===== config.mk =====
export PLATFORM = sky130hd
export DESIGN_NAME = uart_tx_arb
export DESIGN_NICKNAME = d
export VERILOG_FILES = /design/src/rtl/uart_pkg.sv /design/src/rtl/rr_arbiter4.sv /design/src/rtl/uart_tx_arb.sv
export SDC_FILE = /design/constraint.sdc
export NUM_CORES = 1
export LEC_CHECK = 0
export BUFFER_PORTS_ARGS = -buffer_cell sky130_fd_sc_hd__buf_2
export CORE_MARGIN = 8
export CORE_UTILIZATION = 40
export CTS_BUF_LIST = sky130_fd_sc_hd__clkbuf_4 sky130_fd_sc_hd__clkbuf_8
export CTS_CLUSTER_DIAMETER = 100
export DETAILED_ROUTE_END_ITERATION = 12
export PLACE_DENSITY = 0.66
export SLEW_MARGIN = 20
export SYNTH_ARGS = -nofsm -noshare
export SYNTH_HDL_FRONTEND = slang
export SYNTH_SLANG_ARGS = --single-unit
export TNS_END_PERCENT = 20

===== constraint.sdc =====
create_clock -name clk -period 1.7 [get_ports clk]
set_clock_uncertainty 0.05 [all_clocks]
set_input_delay 0.085 -clock clk [delete_from_list [all_inputs] [get_ports clk]]
set_output_delay 0.085 -clock clk [all_outputs]
set_load 0.02 [all_outputs]

===== src/rtl/uart_pkg.sv =====
// Shared UART definitions: arbiter states, frame geometry
// and the clocks-per-bit derivation.
package uart_pkg;

  typedef enum logic [1:0] {
    IDLE  = 2'd0,
    ISSUE = 2'd1,
    WAIT  = 2'd2
  } state_t;

  localparam int FRAME_BITS   = 10;
  localparam int GUARD_CYCLES = 2;
  localparam int CNT_W        = 17;

  function automatic int clocks_per_bit(
    input int clk_hz,
    input int baud
  );
    return clk_hz / baud;
  endfunction

endpackage


===== src/rtl/rr_arbiter4.sv =====
// Four-way round-robin pick, searching upward from the
// requester after last_grant and wrapping 3 -> 0.
module rr_arbiter4 (
  input  logic [3:0] req,
  input  logic [1:0] last_grant,
  output logic [1:0] grant_idx,
  output logic       grant_valid
);

  logic [1:0] cand;

  // Walk from farthest to nearest so the nearest hit wins.
  always_comb begin
    grant_idx   = '0;
    grant_valid = 1'b0;
    cand        = '0;
    for (int k = 4; k >= 1; k--) begin
      cand = last_grant + 2'(k);
      if (req[cand]) begin
        grant_idx   = cand;
        grant_valid = 1'b1;
      end
    end
  end

endmodule


===== src/rtl/uart_tx_arb.sv =====
// Shares one UART transmitter between four byte sources,
// one frame at a time, round-robin.
module uart_tx_arb
  import uart_pkg::*;
#(
  parameter int CLOCK_SPEED    = 100_000_000,
  parameter int BAUD_RATE      = 9600,
  parameter int CLOCKS_PER_BIT = clocks_per_bit(CLOCK_SPEED, BAUD_RATE)
) (
  input  logic        clk,
  input  logic        rst,
  input  logic [3:0]  req,
  input  logic [31:0] req_data,
  output logic [3:0]  req_ack,
  output logic        tx_start_en,
  output logic [7:0]  tx_data,
  output logic        busy
);

  localparam int FRAME_CYCLES =
    FRAME_BITS * CLOCKS_PER_BIT + GUARD_CYCLES;
  localparam logic [CNT_W-1:0] CNT_LAST =
    CNT_W'(FRAME_CYCLES - 1);

  state_t            state, state_nx;
  logic [CNT_W-1:0]  cnt, cnt_nx;
  logic [1:0]        last_grant, last_nx;
  logic [1:0]        win, win_nx;
  logic [3:0]        ack_nx;
  logic              start_nx;
  logic [7:0]        data_nx;
  logic              busy_nx;
  logic [1:0]        grant_idx;
  logic              grant_valid;

  rr_arbiter4 u_rr (
    .req         (req),
    .last_grant  (last_grant),
    .grant_idx   (grant_idx),
    .grant_valid (grant_valid)
  );

  always_comb begin
    state_nx = state;
    cnt_nx   = cnt;
    last_nx  = last_grant;
    win_nx   = win;
    ack_nx   = '0;
    start_nx = 1'b0;
    data_nx  = tx_data;
    unique case (state)
      IDLE: begin
        if (grant_valid) begin
          state_nx = ISSUE;
          win_nx   = grant_idx;
          data_nx  = req_data[8*grant_idx +: 8];
          start_nx = 1'b1;
          ack_nx   = 4'b0001 << grant_idx;
        end
      end
      ISSUE: begin
        state_nx = WAIT;
        cnt_nx   = '0;
        last_nx  = win;
      end
      WAIT: begin
        if (cnt == CNT_LAST) begin
          state_nx = IDLE;
          cnt_nx   = '0;
        end else begin
          cnt_nx = cnt + 1'b1;
        end
      end
      default: state_nx = IDLE;
    endcase
    busy_nx = (state_nx != IDLE);
  end

  // Outputs are registered alongside the state they belong to.
  always_ff @(posedge clk or posedge rst) begin
    if (rst) begin
      state       <= IDLE;
      cnt         <= '0;
      last_grant  <= 2'd3;
      win         <= '0;
      req_ack     <= '0;
      tx_start_en <= 1'b0;
      tx_data     <= 8'h00;
      busy        <= 1'b0;
    end else begin
      state       <= state_nx;
      cnt         <= cnt_nx;
      last_grant  <= last_nx;
      win         <= win_nx;
      req_ack     <= ack_nx;
      tx_start_en <= start_nx;
      tx_data     <= data_nx;
      busy        <= busy_nx;
    end
  end

endmodule


### Word-level counts from Yosys, hierarchy flattened

Cells that the tools add are included.

* $add $sub $neg: 4
* multipliers: 0
* divide/modulo/power cells: 0
* $lt $le $gt $ge: 4
* equality and inequality tests: 3
* shift-type cells: 2
* muxes and demuxes: 25
* bitwise gates (word level): 0
* reduce and logical (&&, ||, !) cells: 4

Operators with widths (number)
* $pmux 17 s2: 1
* $shiftx 32x6->8: 1
* $add 17x1->17 const B: 1
* $eq 17x17->1 const B: 1
* $mux 17: 1
* $lt 2x3->1 const B: 4
* $mux 2: 6
* $mux 1: 10
* $bmux 1 s2: 4
* $mux 4: 2
* $pmux 2 s3: 1
* $add 2x2->2 const B: 2
* $reduce_bool 2->1: 2
* $shl 1x2->4 const A: 1
* $add 2x1->2 const B: 1
* $eq 2x1->1 const B: 1
* $eq 2x2->1 const B: 1
* $logic_not 2->1: 1
* $reduce_and 2->1: 1

* register bits: 37
* latch bits: 0
* bits in writable memories: 0
* ROM bits: 0
* bits of input ports: 38
* output and inout bits: 14
* word-level logic and storage cells: 50
* memories: 0

### Depth between registers and ports, before layout

Gate-level depths: netlist of run 1.

* depth after elaboration: 9
* gate-level depth with buffers: 8
* mapped depth without buffers: 7

### Cells and area by module

A second synthesis of run 1 with hierarchy kept.

* cells, all modules: 185
* area, all modules: 2026.9 µm²

By module, submodules not included
* uart_tx_arb: times used 1, cells an instance 171, area each 1935.6 µm²
* rr_arbiter4: times used 1, cells an instance 14, area each 91.3 µm²

### Least setup slack after synthesis of run 1

OpenSTA, ideal clock, no wires.

* path type: register to register
* from: reg cnt[1]
* to: reg cnt[5]
* library setup time: 0.119 ns
* arrival time: 1.523 ns
* path slack: 0.008 ns
* stages on the path, launching flop included: 9
* path through: dfrtp_1 inv_1 ha_1 nor4b_1 nand3_1 o31ai_2 and2_2 buf_4 nor2_1

* cells in the longest elaborated chain, start to end: 3
* elaborated cells between the ends (all ways): 4
* classes of those cells: 1 x add/sub; 1 x eq/ne; 2 x mux

Ends and longest elaborated chain
* from (decl): RTL line uart_tx_arb.sv:26 `logic [CNT_W-1:0] cnt, cnt_nx;`
* from (signal assigned): RTL line uart_tx_arb.sv:92 `cnt <= cnt_nx;`
* $add 17x1->17 or $eq 17x17->1 (tied branches): RTL line uart_tx_arb.sv:71, uart_tx_arb.sv:67
* $mux 17 *: RTL line uart_tx_arb.sv:67 `if (cnt == CNT_LAST) begin`
* $pmux 17 s2 *: RTL line uart_tx_arb.sv:51 `unique case (state)`

Every way passes the cells marked *; elsewhere a longest branch is shown, timed or not.
A chain may end at the register's enable or synchronous reset.

### Worst setup path after layout of run 1

* from: reg cnt[0]
* to: reg cnt[12]

The elaborated chain is that of the path after synthesis.

==> results of run 1 <==
==> state kept, by name, summed over array words and instances, names as in the netlist <==
name         cells
cnt             17
tx_data          8
req_ack          4
last_grant       2
state            2
win              2
busy             1
tx_start_en      1
==> metrics by stage <==
stage / instances / total power, W / setup slack, ps / instance area (um^2) / hold slack, ps
finish: 342 / 0.001642 / -58.05 / 2676 / 62.56
global route: 342 / 0.001730 / -168.8 / 2676 / 72.16
CTS: 339 / 0.001660 / -54.71 / 2597 / 61.77
floorplan: 197 / 0.0009651 / 7.989 / 1961 / 213.2
detailed placement: 328 / 0.001031 / -71.18 / 2436 / 167.4
global placement: 328 / 0.001028 / -82.68 / 2436 / 168.8
==> layout make-up <==
class	count	area [um^2]
fill	421	2047
multi-input combinational	144	1059
inverter	11	41.29
timing repair buffer	76	474.2
sequential	37	928.4
clock buffer	7	90.09
tap	67	83.83
==> power breakdown <==
group	leakage, nW	internal [W]	switching, W	total, W
Clock	0.0477	0.000337	0.000287	0.000624
Sequential	0.485	0.000880	0	0.000880
Combinational	0.875	0.0000715	0.0000664	0.000138
==> placed cells by master, fill, tap and decap left out, drive strengths merged, types with 2 or more instances in the layout <==
cell / n
a21oi: 5
and2: 2
and3: 5
buf: 75
clkbuf: 7
dfrtp: 35
dfstp: 2
ha: 6
inv: 11
mux2i: 18
nand2: 22
nand2b: 5
nand3: 12
nand4: 3
nor2: 23
nor2b: 2
nor3: 2
nor3b: 2
o21ai: 4
o221ai: 9
o22ai: 2
xnor2: 3
xor2: 9
==> per-layer routing <==
layer	track usage	routed length, um	part of all wire	vias up
met5	0	0	0	-
met4	0.05096	102	0.021	0
met3	0.04394	189	0.039	8
met2	0.2155	2486	0.51	33
met1	0.1661	2103	0.43	821
li1	-	-	-	840
==> cell families (layout without fill, tap and decap cells) <==
logic type               Yosys count  in the layout
AND/OR/NAND/NOR                   81             82
flip-flops                        37             37
AO/OA/AOI/OAI                     25             25
multiplexers                      19             19
buffers and inverters             17             94
XOR/XNOR                          12             12
adder cells (fa/ha/maj)            6              6
==> repair_timing <==
| action | in CTS | in global routing |
|---|---|---|
| setup endpoints to repair | 22 | 28 |
| hold endpoints to repair | 35 | 0 |
| gates resized for setup | 7 | 18 |
| hold buffers | 1 | 0 |
| setup buffers | 2 | 3 |
| gates cloned | 1 | 0 |
| pin swaps | 5 | 19 |
==> path summary, 6_finish.rpt <==
path                               from       endpoint  slack, ps  cells past startpoint
max in group asynchronous           rst  last_grant[1]        850                      4
min in group asynchronous           rst        cnt[13]        400                      4
min                        req_data[21]     tx_data[5]         60                      3
max reg2reg                      cnt[0]        cnt[12]        -60                      7
max                              cnt[0]        cnt[12]        -60                      7
min reg2reg                      win[1]         win[1]        430                      2
==> worst register-to-register path: stages (launching register included) <==
cell and delay (ps):
dfrtp_1 430, ha_4 150, nor4b_4 180, nand3_1 140
buf_4 160, o31ai_4 230, and2_4 240, nor2_1 70
==> results.json, run 1 <==
{
  "status": "finished, violations left",
  "violations": "negative setup slack",
  "syn-cell-area_um2": 1961,
  "clockBufferDepth": 2,
  "clk_latency_ps": 290,
  "initialDrtViolationCount": 62,
  "fp-row-count": 25,
  "grt_pass1_wl_um": 8004,
  "yosysWarnings": 0,
  "finalSetupTns_ps": -514.7,
  "cts_sinks": 37,
  "firstDrtPassIters": 4,
  "ys_seq_elements": 37,
  "cts_tree": "built",
  "synth_xor_xnor_area_share": 0.05361,
  "syn_to_final_growth_pct": 36.50,
  "htree_levels": 2,
  "synth_compound_area_frac": 0.09509,
  "slowest_delay_ps": 430,
  "finalSetupViolations": 17,
  "yosysTopAreaCell": "dfrtp_1",
  "fin_crit_sh": 1.034,
  "synth_edf_count": 0,
  "synthCells": 197,
  "synthTopCellsByCount": "dfrtp_1, nor2_1, nand2_1",
  "yosysTopAreaCellShare": 0.4467,
  "drv_cap": 0,
  "io_pins": 52,
  "core_area_um2": 4723,
  "crit_chain": "ha_4 > nor4b_4 > nand3_1 > buf_4 > o31ai_4 > and2_4 > nor2_1",
  "synth.avg_cell_area_um2": 9.952,
  "clkTransAtPathRegs_ps": 70,
  "die_y_um": 86.01,
  "critPathRequiredTime_ps": 1830,
  "synthArstFlopShare": 1.000,
  "start_util": 0.4151,
  "wl_um": 4881,
  "start_kind": "flip-flop",
  "synth_area_leaders": "dfrtp_1, mux2i_1, nor2_1",
  "grt_use_total": 0.1356,
  "place_congestion": 0.7715,
  "num_antenna_cells": 0,
  "ys.flop_type": "dfrtp_1",
  "p_per_area_nw_per_um2": 613.6,
  "worstMarginPinSlew_ps": 461.4,
  "ys_seq_area_frac": 0.4735,
  "antenna_left": 0,
  "drcViolationCount": 0,
  "avgRoutedWirePerCell_um": 14.27,
  "crit_type": "flip-flop to flip-flop",
  "cts_buffers": 5,
  "ctsRootBufferMaster": "clkbuf_8",
  "rsz0062_at_grt": "true",
  "ir_drop_uv": 521.5,
  "fin_nets": 319,
  "synth_cell_types": 37,
  "grt_start_max_net_pins": 38,
  "dp_hpwl_um": 3456,
  "synth_most_common_cell": "dfrtp_1",
  "antenna_found_initial": 0,
  "slew_headroom": 0.6924,
  "synth_fa_ha_area_frac": 0.03829,
  "path_buf_inv": 1,
  "synth_top_family_by_area": "simple AND/OR/NAND/NOR gates",
  "final_layout_size_suffix_gt1_frac": 0.3891,
  "max_freq_mhz": 568.8,
  "die-area_um2": 7398,
  "cp_slowest_cell": "dfrtp_1",
  "p_leak_nw": 1.408,
  "dieWidth_um": 86.01,
  "grt_overflow": 0,
  "synth_nets": 241,
  "grt_pass1_vias": 1714,
  "drv_slew": 0,
  "synth_mux_area_frac": 0.09764,
  "setup_ws_ps": -58.05,
  "vias_per_cell": 4.977,
  "portBuffers": 51,
  "period_needed_ps": 1758,
  "via_count": 1702,
  "final_hold_viol_count": 0,
  "path_max_fanout": 6,
  "arrival_ps": 1880,
  "hp-class": "input port to flip-flop",
  "end_kind": "flip-flop",
  "synthSimpleGateAreaFrac": 0.2049,
  "crit_family": "simple AND/OR/NAND/NOR gates",
  "final_core_util": 0.5666
}
Note: power is estimated with default switching activity, not from simulation.
==> inputs of run 2 (changes only) <==
--- a/config.mk
+++ b/config.mk
@@ -12,6 +12,7 @@
 export CTS_CLUSTER_DIAMETER = 100
 export DETAILED_ROUTE_END_ITERATION = 12
 export PLACE_DENSITY = 0.66
+export SKIP_CTS_REPAIR_TIMING = 1
 export SLEW_MARGIN = 20
 export SYNTH_ARGS = -nofsm -noshare
 export SYNTH_HDL_FRONTEND = slang
==> results.json, run 2 (synthesis results as in run 1) <==
{
  "grt_use_total": 0.1297,
  "finalSetupViolations": 9,
  "layout_commonest_cell": "buf_2",
  "p_per_area_nw_per_um2": 627.9,
  "pwr-share-seq": 0.535,
  "largest_reg_flops": 17,
  "firstDrtPassIters": 4,
  "internal-power_w": 0.001289,
  "initialDrtViolationCount": 55,
  "clkTransAtPathRegs_ps": 60,
  "reg2reg_to": "cnt[9]",
  "p_switching_w": 0.0003553,
  "core_area_um2": 4723,
  "crit_type": "flip-flop to flip-flop",
  "cts_sinks": 37,
  "rsz0062_at_grt": "true",
  "crit_top_cell": "nand4_1",
  "reg2reg_slack_ps": -60,
  "switching_share": 0.2160,
  "worstMarginPinSlew_ps": 457.1,
  "cts_buffers": 5,
  "p_leak_nw": 1.388,
  "slew_headroom": 0.6952,
  "antenna_found_initial": 0,
  "dp_hpwl_um": 3456,
  "final_layout_size_suffix_gt1_frac": 0.3690,
  "setup_ws_ps": -64.20,
  "hp-start": "req_data[21]",
  "num_antenna_cells": 0,
  "crit_chain": "inv_2 > ha_4 > nand4_1 > buf_6 > nor3_4 > nand4_1 > xor2_1 > nor2_1",
  "finalSetupTns_ps": -158.5,
  "r2r_start": "state[0]",
  "grt_overflow": 0,
  "pre_cts_ws_ps": -71.18,
  "fin_nets": 315,
  "portBuffers": 51,
  "antenna_left": 0,
  "dieWidth_um": 86.01,
  "die_y_um": 86.01,
  "hold_end": "tx_data[5]",
  "io_pins": 52,
  "clockBufferDepth": 2,
  "layout_common_cells": "buf_2, dfrtp_1, nand2_1",
  "ir_drop_uv": 526.7,
  "avgRoutedWirePerCell_um": 13.95,
  "final_hold_viol_count": 0,
  "start_kind": "flip-flop",
  "critPathRequiredTime_ps": 1830,
  "drcViolationCount": 0,
  "end_kind": "flip-flop",
  "die-area_um2": 7398,
  "clock_power_share": 0.381,
  "max_freq_mhz": 566.8,
  "ctsRootBufferMaster": "clkbuf_8",
  "fin_crit_sh": 1.038,
  "start_util": 0.4151,
  "fp-row-count": 25,
  "vias_per_cell": 5.012,
  "place_congestion": 0.7715,
  "largest_register": "cnt",
  "period_needed_ps": 1764,
  "cp_slowest_cell": "dfrtp_1",
  "reg2reg_depth": 8,
  "syn_to_final_growth_pct": 33.57,
  "clk_latency_ps": 290,
  "comb_power_share": 0.084,
  "drv_cap": 0,
  "grt_pass1_wl_um": 7686,
  "reg_top3": "cnt x17, tx_data x8, req_ack x4",
  "htree_levels": 2,
  "status": "finished, violations left",
  "wl_um": 4715,
  "fillers": 420,
  "path_max_fanout": 5,
  "slowest_delay_ps": 370,
  "hp-class": "input port to flip-flop",
  "violations": "negative setup slack",
  "holdPathStages": 3,
  "multi_input_area_um2": 1023,
  "arrival_ps": 1890,
  "holdWs_ps": 64.09,
  "grt_pass1_vias": 1691,
  "grt_start_max_net_pins": 38,
  "drv_slew": 0,
  "register_area_um2": 928.4,
  "via_count": 1694,
  "cts_tree": "built"
}
[run 2: area by class of cell]
class,count,share of cell area
multi-input cells,143,0.3908
flip-flops and latches,37,0.3545
repair buffers,73,0.1725
clock buffers,7,0.03440
well taps,67,0.03201
inverters,11,0.01577
[run 2: worst max-delay path, delay by kind of cell, from the launching register on]
family,cells,cell delay [ps]
buffers and inverters,2,210
adders and majority gates,1,260
DFF,1,370
and+or+nand+nor,4,570
xor gates and xnor gates,1,180
[run 2: worst max path at each step]
stage          startpoint  endpoint  slack [ps]  depth (start not counted)
6_report         state[0]    cnt[9]         -60                          8
5_1_grt          state[1]    cnt[9]        -170                          8
3_3_place_gp     state[0]    cnt[9]         -80                          7
2_1_floorplan      cnt[1]    cnt[5]           8                          8
3_5_place_dp     state[0]    cnt[9]         -70                          7
4_1_cts          state[1]    cnt[9]        -100                          7
[run 2: per-stage QoR]
| stage | area (um^2) | util | instances | power [W] |
|---|---|---|---|---|
| after floorplan | 1961 | - | 197 | 0.0009651 |
| after global placement | 2436 | 0.5158 | 328 | 0.001028 |
| after detailed placement | 2436 | 0.5158 | 328 | 0.001031 |
| after CTS | 2526 | 0.5348 | 335 | 0.001658 |
| after global routing | 2619 | 0.5544 | 338 | 0.001731 |
| final | 2619 | 0.5544 | 338 | 0.001644 |
[run 2: power groups by stage]
stage / Combinational (W) / Clock [W] / Sequential, W
floorplan: 0.0000683 / 0 / 0.000897
global placement: 0.000131 / 0 / 0.000897
detailed placement: 0.000134 / 0 / 0.000897
CTS: 0.000134 / 0.000643 / 0.000880
global route: 0.000152 / 0.000699 / 0.000879
finish: 0.000138 / 0.000626 / 0.000880
[run 2: layer usage]
layer,vias up,GRT usage,part of all wire
li1,837,-,-
met5,-,0,0
met2,39,0.2050,0.50
met1,810,0.1556,0.43
met4,0,0.05255,0.020
met3,8,0.04680,0.051
==> inputs of run 3 (changes only) <==
--- a/config.mk
+++ b/config.mk
@@ -6,7 +6,6 @@
 export NUM_CORES = 1
 export LEC_CHECK = 0
 export BUFFER_PORTS_ARGS = -buffer_cell sky130_fd_sc_hd__buf_2
-export CORE_MARGIN = 8
 export CORE_UTILIZATION = 40
 export CTS_BUF_LIST = sky130_fd_sc_hd__clkbuf_4 sky130_fd_sc_hd__clkbuf_8
 export CTS_CLUSTER_DIAMETER = 100
==> results.json, run 3 (synthesis results as in run 1) <==
{
  "critPathRequiredTime_ps": 1820,
  "crit_family": "compound AO/OA/AOI/OAI gates",
  "die_y_um": 72.01,
  "place_congestion": 0.7621,
  "dp_hpwl_um": 2919,
  "syn_to_final_growth_pct": 33.06,
  "core_area_um2": 4723,
  "cp_slowest_cell": "dfrtp_1",
  "clkTransAtPathRegs_ps": 80,
  "grt_pass1_wl_um": 6699,
  "end_kind": "flip-flop",
  "hold_end": "tx_data[1]",
  "path_max_fanout": 6,
  "cts_sinks": 37,
  "initialDrtViolationCount": 59,
  "wl_um": 4164,
  "final_hold_viol_count": 0,
  "multi_input_area_um2": 1023,
  "fillers": 431,
  "start_util": 0.4151,
  "register_area_um2": 928.4,
  "crit_type": "flip-flop to flip-flop",
  "hp-start": "req_data[17]",
  "p_switching_w": 0.0003954,
  "grt_pass1_vias": 1492,
  "pwr-share-seq": 0.493,
  "setup_ws_ps": -77.74,
  "avgRoutedWirePerCell_um": 12.36,
  "antenna_left": 0,
  "crit_chain": "inv_2 > ha_1 > nor4b_2 > nand3_1 > o31a_1 > o21ai_0 > a21oi_1",
  "drv_slew": 0,
  "vias_per_cell": 4.908,
  "cts_buffers": 5,
  "rsz0062_at_grt": "true",
  "p_leak_nw": 1.367,
  "num_antenna_cells": 0,
  "grt_start_max_net_pins": 38,
  "crit_start": "cnt[1]",
  "reg_top3": "cnt x17, tx_data x8, req_ack x4",
  "final_core_util": 0.5523,
  "clk_latency_ps": 290,
  "holdPathStages": 3,
  "internal-power_w": 0.001387,
  "arrival_ps": 1900,
  "reg2reg_to": "state[1]",
  "antenna_found_initial": 0,
  "p_per_area_nw_per_um2": 683.3,
  "layout_common_cells": "buf_2, dfrtp_1, nand2_1",
  "firstDrtPassIters": 6,
  "cts_tree": "built",
  "reg2reg_slack_ps": -80,
  "ctsRootBufferMaster": "clkbuf_8",
  "die-area_um2": 5185,
  "slew_headroom": 0.6917,
  "htree_levels": 2,
  "drcViolationCount": 0,
  "fin_crit_sh": 1.046,
  "portBuffers": 51,
  "drv_cap": 0,
  "comb_power_share": 0.074,
  "clockBufferDepth": 2,
  "switching_share": 0.2218,
  "worstMarginPinSlew_ps": 462.4,
  "max_freq_mhz": 562.5,
  "dieWidth_um": 72.01,
  "io_pins": 52,
  "largest_register": "cnt",
  "start_kind": "flip-flop",
  "finalSetupViolations": 14,
  "p_total_w": 0.001783,
  "clock_power_share": 0.433,
  "period_needed_ps": 1778,
  "slowest_delay_ps": 390,
  "hp-class": "input port to flip-flop",
  "grt_overflow": 0,
  "reg2reg_depth": 7,
  "status": "finished, violations left",
  "layout_commonest_cell": "buf_2",
  "fp-row-count": 25,
  "final_layout_size_suffix_gt1_frac": 0.3593,
  "path_buf_inv": 1,
  "violations": "negative setup slack",
  "r2r_start": "cnt[1]",
  "ir_drop_uv": 465.0,
  "via_count": 1654,
  "largest_reg_flops": 17,
  "grt_use_total": 0.1679,
  "fin_nets": 313
}
## run 3: cell types whose count changed in the layout (fill, tap and decap cells not counted), sizes merged
cell      previous run  this run
bufinv               0         1
and2                 1         2
clkbuf               7         5
clkinvlp             0         1
clkinv               0         1
buf                 72        69
## run 3: area by class of cell
type,count,share of cell area
clock buffer,5,0.02638
sequential,37,0.3559
tap,67,0.03213
inverter,11,0.01583
timing repair buffer,70,0.1597
clock inverter,3,0.01775
multi-input combinational,144,0.3923
## run 3: worst max-delay path by stage
stage                to  cells after the start
2_1_floorplan    cnt[5]                      8
6_report       state[1]                      7
3_3_place_gp     cnt[9]                      7
3_5_place_dp    cnt[16]                      7
4_1_cts         cnt[13]                      7
5_1_grt        state[1]                      5
## run 3: metrics by stage
step	hold WS, ps	instance area (um^2)	TNS (ps)	std cells	setup slack, ps
2_1_floorplan	213.2	1961	0	197	7.989
3_5_place_dp	168.5	2401	-935.3	325	-81.51
5_1_grt	69.37	2609	-2730	337	-240.0
3_3_place_gp	165.7	2401	-431.0	325	-77.13
4_1_cts	-151.8	2516	-1541	333	-158.3
6_report	40.08	2609	-377.1	337	-77.74
## run 3: power groups by stage
| stage | Sequential [W] | Clock (W) | Combinational [W] |
|---|---|---|---|
| after floorplan | 0.000897 | 0 | 0.0000683 |
| final | 0.000880 | 0.000771 | 0.000132 |
| after detailed placement | 0.000897 | 0 | 0.000130 |
| after global placement | 0.000897 | 0 | 0.000129 |
| after global routing | 0.000879 | 0.000832 | 0.000147 |
| after CTS | 0.000879 | 0.000793 | 0.000130 |
## run 3: metal layers
layer / track usage / wire (um) / vias up
met5: 0 / 0 / -
met4: 0.06536 / 68 / 0
met3: 0.04167 / 140 / 6
met2: 0.2547 / 2026 / 35
met1: 0.2323 / 1929 / 784
li1: - / - / 829
## run 3: worst reg2reg max path, cell delays in order (launching register included)
cell     delay (ps)
dfrtp_1         390
inv_2            60
ha_1            120
nor4b_2         170
nand3_1         180
o31a_1          380
o21ai_0         230
a21oi_1          90
